<file path="src/rtl/decode_pkg.sv">
// Shared encodings and the control-bundle type for the MIPS decode stage.
package decode_pkg;

    localparam logic [5:0] OP_RTYPE = 6'h00;
    localparam logic [5:0] OP_J     = 6'h02;
    localparam logic [5:0] OP_JAL   = 6'h03;
    localparam logic [5:0] OP_BEQ   = 6'h04;
    localparam logic [5:0] OP_BNE   = 6'h05;
    localparam logic [5:0] OP_UART0 = 6'h06;
    localparam logic [5:0] OP_UART1 = 6'h07;
    localparam logic [5:0] OP_ADDI  = 6'h08;
    localparam logic [5:0] OP_SLTI  = 6'h0A;
    localparam logic [5:0] OP_ANDI  = 6'h0C;
    localparam logic [5:0] OP_ORI   = 6'h0D;
    localparam logic [5:0] OP_LUI   = 6'h0F;
    localparam logic [5:0] OP_LW    = 6'h23;
    localparam logic [5:0] OP_SW    = 6'h2B;

    localparam logic [5:0] FN_SLL   = 6'h00;
    localparam logic [5:0] FN_JR    = 6'h08;
    localparam logic [5:0] FN_MFLO  = 6'h12;
    localparam logic [5:0] FN_MULT  = 6'h18;
    localparam logic [5:0] FN_ADD   = 6'h20;
    localparam logic [5:0] FN_OR    = 6'h25;
    localparam logic [5:0] FN_SLT   = 6'h2A;

    localparam logic [3:0] ALU_ADD  = 4'd2;
    localparam logic [3:0] ALU_AND  = 4'd5;
    localparam logic [3:0] ALU_OR   = 4'd6;
    localparam logic [3:0] ALU_SLL  = 4'd8;
    localparam logic [3:0] ALU_LUI  = 4'd11;
    localparam logic [3:0] ALU_SLT  = 4'd12;

    localparam logic [1:0] DEST_RT  = 2'd0;
    localparam logic [1:0] DEST_RD  = 2'd1;
    localparam logic [1:0] DEST_RA  = 2'd2;

    localparam logic [1:0] SRCB_REG = 2'd0;
    localparam logic [1:0] SRCB_IMM = 2'd2;

    localparam logic [1:0] WD_ALU   = 2'd0;
    localparam logic [1:0] WD_MEM   = 2'd1;
    localparam logic [1:0] WD_PC    = 2'd2;
    localparam logic [1:0] WD_UART  = 2'd3;

    localparam logic [1:0] JUMP_NONE = 2'd0;
    localparam logic [1:0] JUMP_J    = 2'd1;
    localparam logic [1:0] JUMP_JR   = 2'd2;

    typedef struct packed {
        logic [1:0] dest_sel;
        logic [3:0] alu_ctrl;
        logic [1:0] srcb_sel;
        logic [1:0] wd_sel;
        logic       reg_write;
        logic       flag_lw;
        logic       flag_sw;
        logic       type_r;
        logic       type_i;
        logic       mult_op;
        logic       mflo;
        logic       uart_flag_sel;
        logic [1:0] jump_sel;
        logic       illegal;
    } ctrl_t;

    function automatic ctrl_t ctrl_illegal();
        ctrl_t c;
        c          = '0;
        c.illegal  = 1'b1;
        c.alu_ctrl = ALU_ADD;
        return c;
    endfunction

endpackage

</file>
<file path="src/rtl/decode_table.sv">
// Combinational opcode/funct -> control bundle lookup.
// DECODE_UART_FLAG_EN enables the UART-flag opcodes 0x06/0x07.
module decode_table
    import decode_pkg::*;
(
    input  logic [5:0] i_opcode,
    input  logic [5:0] i_funct,
    output ctrl_t      o_ctrl
);

    always_comb begin
        o_ctrl = '0;
        case (i_opcode)
            OP_RTYPE: begin
                o_ctrl.type_r    = 1'b1;
                o_ctrl.dest_sel  = DEST_RD;
                o_ctrl.reg_write = 1'b1;
                case (i_funct)
                    FN_SLL:  o_ctrl.alu_ctrl = ALU_SLL;
                    FN_JR: begin
                        o_ctrl.jump_sel  = JUMP_JR;
                        o_ctrl.reg_write = 1'b0;
                    end
                    FN_MFLO: o_ctrl.mflo = 1'b1;
                    FN_MULT: begin
                        o_ctrl.mult_op   = 1'b1;
                        o_ctrl.reg_write = 1'b0;
                    end
                    FN_ADD:  o_ctrl.alu_ctrl = ALU_ADD;
                    FN_OR:   o_ctrl.alu_ctrl = ALU_OR;
                    FN_SLT:  o_ctrl.alu_ctrl = ALU_SLT;
                    default: o_ctrl = ctrl_illegal();
                endcase
            end
            OP_J:    o_ctrl.jump_sel = JUMP_J;
            OP_JAL: begin
                o_ctrl.jump_sel  = JUMP_J;
                o_ctrl.dest_sel  = DEST_RA;
                o_ctrl.wd_sel    = WD_PC;
                o_ctrl.reg_write = 1'b1;
            end
            OP_BEQ, OP_BNE: begin
                o_ctrl.alu_ctrl = ALU_ADD;
                o_ctrl.type_i   = 1'b1;
            end
`ifdef DECODE_UART_FLAG_EN
            OP_UART0, OP_UART1: begin
                o_ctrl.wd_sel        = WD_UART;
                o_ctrl.srcb_sel      = SRCB_IMM;
                o_ctrl.alu_ctrl      = ALU_ADD;
                o_ctrl.type_i        = 1'b1;
                o_ctrl.reg_write     = 1'b1;
                o_ctrl.uart_flag_sel = i_opcode[0];
            end
`endif
            OP_ADDI, OP_SLTI, OP_ANDI, OP_ORI, OP_LUI, OP_LW: begin
                o_ctrl.type_i    = 1'b1;
                o_ctrl.srcb_sel  = SRCB_IMM;
                o_ctrl.reg_write = 1'b1;
                case (i_opcode)
                    OP_SLTI: o_ctrl.alu_ctrl = ALU_SLT;
                    OP_ANDI: o_ctrl.alu_ctrl = ALU_AND;
                    OP_ORI:  o_ctrl.alu_ctrl = ALU_OR;
                    OP_LUI:  o_ctrl.alu_ctrl = ALU_LUI;
                    OP_LW: begin
                        o_ctrl.alu_ctrl = ALU_ADD;
                        o_ctrl.wd_sel   = WD_MEM;
                        o_ctrl.flag_lw  = 1'b1;
                    end
                    default: o_ctrl.alu_ctrl = ALU_ADD;
                endcase
            end
            OP_SW: begin
                o_ctrl.type_i   = 1'b1;
                o_ctrl.srcb_sel = SRCB_IMM;
                o_ctrl.alu_ctrl = ALU_ADD;
                o_ctrl.flag_sw  = 1'b1;
            end
            default: o_ctrl = ctrl_illegal();
        endcase
    end

endmodule

</file>
<file path="src/rtl/decode_stage.sv">
// Registered, valid/ready decode stage with a HI/LO scoreboard for mult/mflo.
// Optional UART-flag opcodes are enabled by DECODE_UART_FLAG_EN (see decode_table).
module decode_stage
    import decode_pkg::*;
#(
    parameter int unsigned INSTR_W      = 32,
    parameter int unsigned MULT_LATENCY = 4
) (
    input  logic               clk,
    input  logic               reset,
    input  logic               in_valid,
    output logic               in_ready,
    input  logic [INSTR_W-1:0] in_instr,
    input  logic               flush,
    output logic               out_valid,
    input  logic               out_ready,
    output logic [4:0]         rs,
    output logic [4:0]         rt,
    output logic [4:0]         rd,
    output logic [4:0]         shamt,
    output logic [15:0]        imm,
    output logic [1:0]         dest_sel,
    output logic [3:0]         alu_ctrl,
    output logic [1:0]         srcb_sel,
    output logic [1:0]         wd_sel,
    output logic               reg_write,
    output logic               flag_lw,
    output logic               flag_sw,
    output logic               type_r,
    output logic               type_i,
    output logic               mult_op,
    output logic               mflo,
    output logic               uart_flag_sel,
    output logic [1:0]         jump_sel,
    output logic               illegal,
    output logic               mult_busy
);

    localparam int unsigned CNT_W = $clog2(MULT_LATENCY + 1);

    logic [31:0]      w_instr;
    ctrl_t            w_ctrl;
    logic             w_hazard;
    logic             w_accept;
    ctrl_t            r_ctrl;
    logic [25:0]      r_fields;
    logic             r_out_valid;
    logic [CNT_W-1:0] r_cnt;

    assign w_instr = in_instr[31:0];

    decode_table u_decode_table (
        .i_opcode (w_instr[31:26]),
        .i_funct  (w_instr[5:0]),
        .o_ctrl   (w_ctrl)
    );

    assign mult_busy = (r_cnt != '0);
    assign w_hazard  = mult_busy & (w_ctrl.mult_op | w_ctrl.mflo);
    assign in_ready  = (!r_out_valid | out_ready) & !w_hazard & !flush;
    assign w_accept  = in_valid & in_ready;

    always_ff @(posedge clk or negedge reset) begin
        if (!reset) begin
            r_out_valid <= 1'b0;
            r_ctrl      <= '0;
            r_fields    <= '0;
        end else if (flush) begin
            r_out_valid <= 1'b0;
        end else if (w_accept) begin
            r_out_valid <= 1'b1;
            r_ctrl      <= w_ctrl;
            r_fields    <= w_instr[25:0];
        end else if (r_out_valid && out_ready) begin
            r_out_valid <= 1'b0;
        end
    end

    // Flush never touches the counter: the multiplier is still running.
    always_ff @(posedge clk or negedge reset) begin
        if (!reset) begin
            r_cnt <= '0;
        end else if (w_accept && w_ctrl.mult_op) begin
            r_cnt <= CNT_W'(MULT_LATENCY);
        end else if (r_cnt != '0) begin
            r_cnt <= r_cnt - 1'b1;
        end
    end

    assign out_valid     = r_out_valid;
    assign rs            = r_fields[25:21];
    assign rt            = r_fields[20:16];
    assign rd            = r_fields[15:11];
    assign shamt         = r_fields[10:6];
    assign imm           = r_fields[15:0];
    assign dest_sel      = r_ctrl.dest_sel;
    assign alu_ctrl      = r_ctrl.alu_ctrl;
    assign srcb_sel      = r_ctrl.srcb_sel;
    assign wd_sel        = r_ctrl.wd_sel;
    assign reg_write     = r_ctrl.reg_write;
    assign flag_lw       = r_ctrl.flag_lw;
    assign flag_sw       = r_ctrl.flag_sw;
    assign type_r        = r_ctrl.type_r;
    assign type_i        = r_ctrl.type_i;
    assign mult_op       = r_ctrl.mult_op;
    assign mflo          = r_ctrl.mflo;
    assign uart_flag_sel = r_ctrl.uart_flag_sel;
    assign jump_sel      = r_ctrl.jump_sel;
    assign illegal       = r_ctrl.illegal;

endmodule

</file>
<file path="config.mk">
export PLATFORM = sky130hd
export DESIGN_NAME = decode_stage
export DESIGN_NICKNAME = d
export VERILOG_FILES = /design/src/rtl/decode_pkg.sv /design/src/rtl/decode_table.sv /design/src/rtl/decode_stage.sv
export SDC_FILE = /design/constraint.sdc
export NUM_CORES = 1
export LEC_CHECK = 0
export ABC_AREA = 1
export CAP_MARGIN = 15
export CORE_UTILIZATION = 40
export DETAILED_ROUTE_END_ITERATION = 6
export PLACE_DENSITY = 0.77
export SLEW_MARGIN = 40
export SYNTH_ARGS = -nofsm -noshare
export SYNTH_HDL_FRONTEND = slang
export SYNTH_SLANG_ARGS = --single-unit
export TNS_END_PERCENT = 50
</file>
<file path="constraint.sdc">
create_clock -name clk -period 1.3 [get_ports clk]
set_input_delay 0.26 -clock clk [delete_from_list [all_inputs] [get_ports clk]]
set_output_delay 0.26 -clock clk [all_outputs]
set_load 0.05 [all_outputs]
</file>
==> Yosys cells after proc, flatten, opt, wreduce, memory -nomap -nowiden <==
Index checks and enable logic that the tools add are counted.
{ "op_classes": {"n_eq_ne": 17, "n_mux": 27, "reduce_logical": 19, "bitwise": 7, "add_sub_neg": 1} }
{ "ops": {"columns": ["cell", "count"], "rows": [
  ["6-bit by 4-bit equality test with 1-bit output (second input constant)", 6],
  ["4-bit case mux with 4 select lines", 2],
  ["6-bit equality test (second input constant)", 5],
  ["7-bit OR reduction", 2],
  ["6-bit by 2-bit equality test with 1-bit output (second input constant)", 2],
  ["6-bit by 3-bit equality test with 1-bit output (second input constant)", 2],
  ["6-bit by 5-bit equality test with 1-bit output (second input constant)", 2],
  ["6-bit zero test", 2],
  ["4-bit case mux with 3 select lines", 1],
  ["1-bit 2-to-1 mux", 11],
  ["11-bit OR reduction", 1],
  ["3-bit 2-to-1 mux", 3],
  ["3-bit case mux with 3 select lines", 1],
  ["9-bit OR reduction", 1],
  ["1-bit case mux with 2 select lines", 4],
  ["2-bit case mux with 2 select lines", 2],
  ["2-bit 2-to-1 mux", 3],
  ["3-bit nonzero test", 2],
  ["6-bit OR reduction", 1],
  ["5-bit OR reduction", 1],
  ["1-bit bitwise AND", 4],
  ["1-bit zero test", 3],
  ["3-bit OR reduction", 1],
  ["3-bit by 1-bit subtractor with 3-bit output (second input constant)", 1],
  ["other kinds (6)", 8]
]} }
{ "totals": {"elab_cells": 88, "register_bits": 51, "inputBits": 37} }

==> Logic depth before layout (Yosys ltp) <==
{ "depth": {"depth_word": 11, "depth_mapped": 12} }

==> By module <==
From an unflattened synthesis, not the netlist that was laid out.
{ "hier_totals": {"hier_cells": 353, "area_unflattened_um2": 2773.9} }
{ "modules_own_cells": {"columns": ["mod", "seq_area_each_um2", "cells_each", "area_each_um2", "instances"], "rows": [
  ["decode_stage", 1276.2, 250, 2302.2, 1],
  ["decode_table", 0.0, 103, 471.7, 1]
]} }

==> Worst setup path after synthesis <==
No wires, ideal clock.
{ "synth_path": {"kind": "reg-to-output", "start": "register r_cnt[0]", "end": "output port in_ready", "path_buffers": 0, "path_stages_with_launch": 7, "t_arrival_ns": 1.582, "setup_slack_ns": -0.542, "path_cell_list": "dfrtp_1 > inv_1 > ha_1 > nand2_1 > nand2_4 > nand2_2 > inv_1"} }
{ "synth_via": {"elab_chain_len": 5} }
{ "synth_rtl": {"columns": ["item", "line_no", "source"], "rows": [
  ["start: declaration", "decode_stage.sv:48", "logic [CNT_W-1:0] r_cnt;"],
  ["start signal: assignment", "decode_stage.sv:84", "r_cnt <= CNT_W'(MULT_LATENCY);"],
  ["start signal: assignment", "decode_stage.sv:86", "r_cnt <= r_cnt - 1'b1;"],
  ["3-bit nonzero test", "decode_stage.sv:58", "assign mult_busy = (r_cnt != '0);"],
  ["net mult_busy", "decode_stage.sv:36", "output logic mult_busy"],
  ["1-bit bitwise AND", "decode_stage.sv:59", "assign w_hazard = mult_busy & (w_ctrl.mult_op | w_ctrl.mflo);"],
  ["1-bit zero test", "decode_stage.sv:60", "assign in_ready = (!r_out_valid | out_ready) & !w_hazard & !flush;"],
  ["1-bit bitwise AND (2 in a row)", "decode_stage.sv:60", null],
  ["end: declaration", "decode_stage.sv:12", "output logic in_ready,"]
]} }
The timed path passes the listed nets, and every way through them passes these cells.

==> Worst setup path after layout <==
{ "layout_path": {"start": "input port in_instr[2]", "end": "output port in_ready"} }
{ "layout_via": {"elab_chain_len": 8, "word_cells_on_any_way": 10, "cone_classes": "eq/ne: 2; mux: 3; bitwise: 4; reduce/logical: 1"} }
{ "layout_rtl": {"columns": ["item", "line_no", "source"], "rows": [
  ["start: declaration", "decode_stage.sv:13", "input logic [INSTR_W-1:0] in_instr,"],
  ["6-bit by 5-bit equality test with 1-bit output", "decode_table.sv:18", "case (i_funct)"],
  ["1-bit 2-to-1 mux", "decode_table.sv:18", null],
  ["3-bit 2-to-1 mux (*)", "decode_table.sv:13", "case (i_opcode)"],
  ["1-bit bitwise OR (*)", "decode_stage.sv:59", null],
  ["1-bit bitwise AND (*)", "decode_stage.sv:59", null],
  ["1-bit zero test (*)", "decode_stage.sv:60", null],
  ["1-bit bitwise AND (*) (2 in a row)", "decode_stage.sv:60", null]
]} }
Mark *: on every way between the ends. The rest lies on a longest branch, timed or not.

==> reports/metrics.csv <==
metric,value,unit
Sink Count,47,
via count,2781,
Max Buffers Root-to-Sink,2,
share of layout cells above drive strength 1,42.77,%
n_diodes,0,
Area contributors post-synth,"dfrtp_1 (47%), nand2_1 (17%), nand3_1 (4.8%)",
Tcrit/Tclk final,125.2,%
vias in the first global route,2736,
Max Cap Viol,0,
CTS tree,yes,
drt first pass iters,5,
Synth Area in Simple Gates,34.69,%
fill count,345,
CTS buffer count,5,
final worst setup slack,-327.3,ps
clk_skew,12.73,ps
clock-pin slew on the worst setup and hold paths,100,ps
hold slack,275.2,ps
status,finished with violations,
Syn Area/Cell,7.831,µm²
Setup WS pre-CTS,-799.7,ps
leading area contributor after synthesis,dfrtp_1,
Nets,508,
CP peak stage delay,230,ps
Final ANT Viol Nets,0,
cell family with most CP delay,simple AND/OR/NAND/NOR gates,
mapped cell area,0.002514,mm²
register area share after synthesis,46.79,%
design area,0.004845,mm²
compound-gate portion of the synthesized area,4.380,%
"Critical Path, Cell by Cell","clkdlybuf4s15_2, nor2_4, nand2_1, nor2_2, nand2_4, nand2_4, nand2_8, nand2_4, clkinvlp_4, buf_8",
Logic pwr share,50.0,%
Post-DP HPWL,5312,µm
die width,81.27,µm
maximum VDD drop,0.9553,mV
type of the tightest min-delay check,input pin to flip-flop,
DRT iter0 DRCs,145,
Int Power,3.556,mW
post-layout minimum cycle time,1627,ps
main combinational cell family by area after synthesis,simple AND/OR/NAND/NOR gates,
CTS H-tree depth,2,
Synth top area share,46.79,%
mux cell area share after synthesis,0,%
Worst path slowest cell,clkdlybuf4s15_2,
final wirelength,8655,µm
gpl congestion,0.9480,
antenna violations before repair,0,
synth unique cells,28,
core area,0.005991,mm²
die span in y,81.27,µm
Buffers on Ports,94,
"Async S/R FF share, synth",100.0,%
Post-Synthesis Cells,321,
crit start category,input pin,
Pleak,2.508,nW
Bufs and invs on worst path,3,
std cell rows,28,
first-pass GRT wire length,13040,µm
Worst EP required,1040,ps
number of flops mapped to enable cells by yosys,0,
# IOs,97,
Vias/cell,5.103,
"most used cell, CP",nand2_4,
Crit Path Category,input pin to output port,
area of the die,0.006605,mm²
predominant post-synthesis flop cell,dfrtp_1,
GR Util All Layers,26.56,%
clock root buffer,clkbuf_8,
Avg WL per Cell,15.88,µm
Seq cells post-synth,47,
"Slew Viols, Final",0,
CP endpoint kind,output port,
Fin. Hold Viols,0,
Syn. warnings,0,
crit path max fanout,3,
crit path DAT,1370,ps
fin util,80.87,%
remaining global-route overflow,0,
Sw Pwr,2.271,mW
Initial Util,41.96,%
Final setup violation count,47,
Post-Place Cell Area,0.004318,mm²
Fmax,614.5,MHz
switching part of the total,38.98,%
P&R area growth vs syn,92.73,%
largest net degree at the start of global routing,48,
Flop pwr share,32.9,%
failing checks,negative setup slack,
clock share of power,17.1,%
Synth Area in XOR/XNOR,0.6969,%
insertion delay to the later sink of the worst-skew pair,310,ps
detailed-route DRC error count,0,
RSZ-0062 raised after global routing,yes,
post-synthesis adder-cell area fraction,0.9955,%
PwrDens,1203,mW/mm²
[layer usage]
metal / share of wire [%] / track usage (%) / up-vias
li1: - / - / 1273
met1: 36 / 28.16 / 1341
met2: 54 / 49.67 / 135
met3: 7.1 / 4.944 / 32
met4: 3.2 / 13.04 / 0
met5: 0 / 0 / -
[final timing paths]
| path | start | end | slack (ps) | cells past startpoint |
|---|---|---|---|---|
| worst max-delay path | in_instr[2] | in_ready | -330 | 10 |
| worst min-delay path | in_instr[1] | r_fields[1]$_DFFE_PN0P_ | 280 | 3 |
| worst max register to register | r_cnt[1]$_DFFE_PN0P_ | r_fields[16]$_DFFE_PN0P_ | -260 | 10 |
| worst min register to register | mult_op$_DFFE_PN0P_ | mult_op$_DFFE_PN0P_ | 540 | 2 |
| max in group asynchronous | reset | out_valid$_DFFE_PN0P_ | 600 | 3 |
| min in group asynchronous | reset | wd_sel[0]$_DFFE_PN0P_ | 460 | 3 |
[stage by stage]
stage	total power, mW	instances	setup TNS (ps)
floorplan	3.264	322	-1984
global placement	4.560	509	-31160
detailed placement	4.639	509	-34170
CTS	5.723	541	-7535
global route	6.086	545	-12540
finish	5.827	545	-9026
[flip-flops by register name (all words and copies together), names as in the netlist]
signal and count:
reg_write 1, r_fields 26, mflo 1, r_cnt 3, wd_sel 2, illegal 1
jump_sel 2, alu_ctrl 4, type_r 1, srcb_sel 1, type_i 1, flag_sw 1
out_valid 1, mult_op 1, dest_sel 1
[power groups by stage]
stage / clock [mW] / combinational [mW] / sequential, mW
global route: 1.08 / 3.07 / 1.93
detailed placement: 0 / 2.70 / 1.94
floorplan: 0 / 0.922 / 2.34
global placement: 0 / 2.64 / 1.92
CTS: 0.987 / 2.83 / 1.91
finish: 0.997 / 2.91 / 1.92
[tightest hold or removal path: cells and delay by family]
kind	cells	cell delay, ps
buf+inv	2	210
compound gates	1	80
[cell usage in the layout, fill, tap and decap left out, types with 3 or more instances in the layout]
cell type,instances
nor2_4,11
buf_6,8
nand2_4,5
inv_1,23
o21ai_1,4
buf_2,6
nand2_2,18
nand4_1,6
dfrtp_1,46
nand3_1,23
nand2_1,104
buf_8,3
clkdlybuf4s50_1,23
inv_2,7
o21ai_0,10
clkdlybuf4s15_2,4
buf_12,60
clkbuf_8,7
nor2_1,18
buf_4,51
o21ai_2,4
[cell type report]
type	instances	area, µm²	area share, %
Clock buffer	8	100.1	2.066
Sequential cell	47	1177	24.30
Timing Repair Buffer	162	2135	44.06
Inverter	31	120.1	2.479
Multi-Input combinational cell	222	1219	25.15
Tap cell	75	93.84	1.937
[Yosys cell counts (2+ instances only)]
master   number
nor2_1       27
a21oi_1       4
o21ai_0      17
nand2_1     113
buf_6         3
nand2_4       2
nand3_1      24
buf_2         3
nor2_4        2
dfrtp_1      47
inv_1        30
buf_4        14
nand4_1       6
nand2_2      14
ha_1          2
[logic make-up after synthesis]
logic type / count (synthesis)
adders and majority gates: 2
and+or+nand+nor: 193
AOI/OAI and AO/OA: 22
other: 1
buffers and inverters: 54
DFF: 47
xor gates and xnor gates: 2
[what timing repair did]
| item | in CTS | in global routing |
|---|---|---|
| buffers inserted | 20 | 3 |
| resized for setup | 76 | 23 |
| endpoints found under the hold margin | 47 | 0 |
| gates cloned | 3 | 1 |
| endpoints found under the setup margin | 49 | 50 |
| pin swaps | 23 | 11 |
| hold buffers | 1 | 0 |
Note: power is estimated with default switching activity, not from simulation.
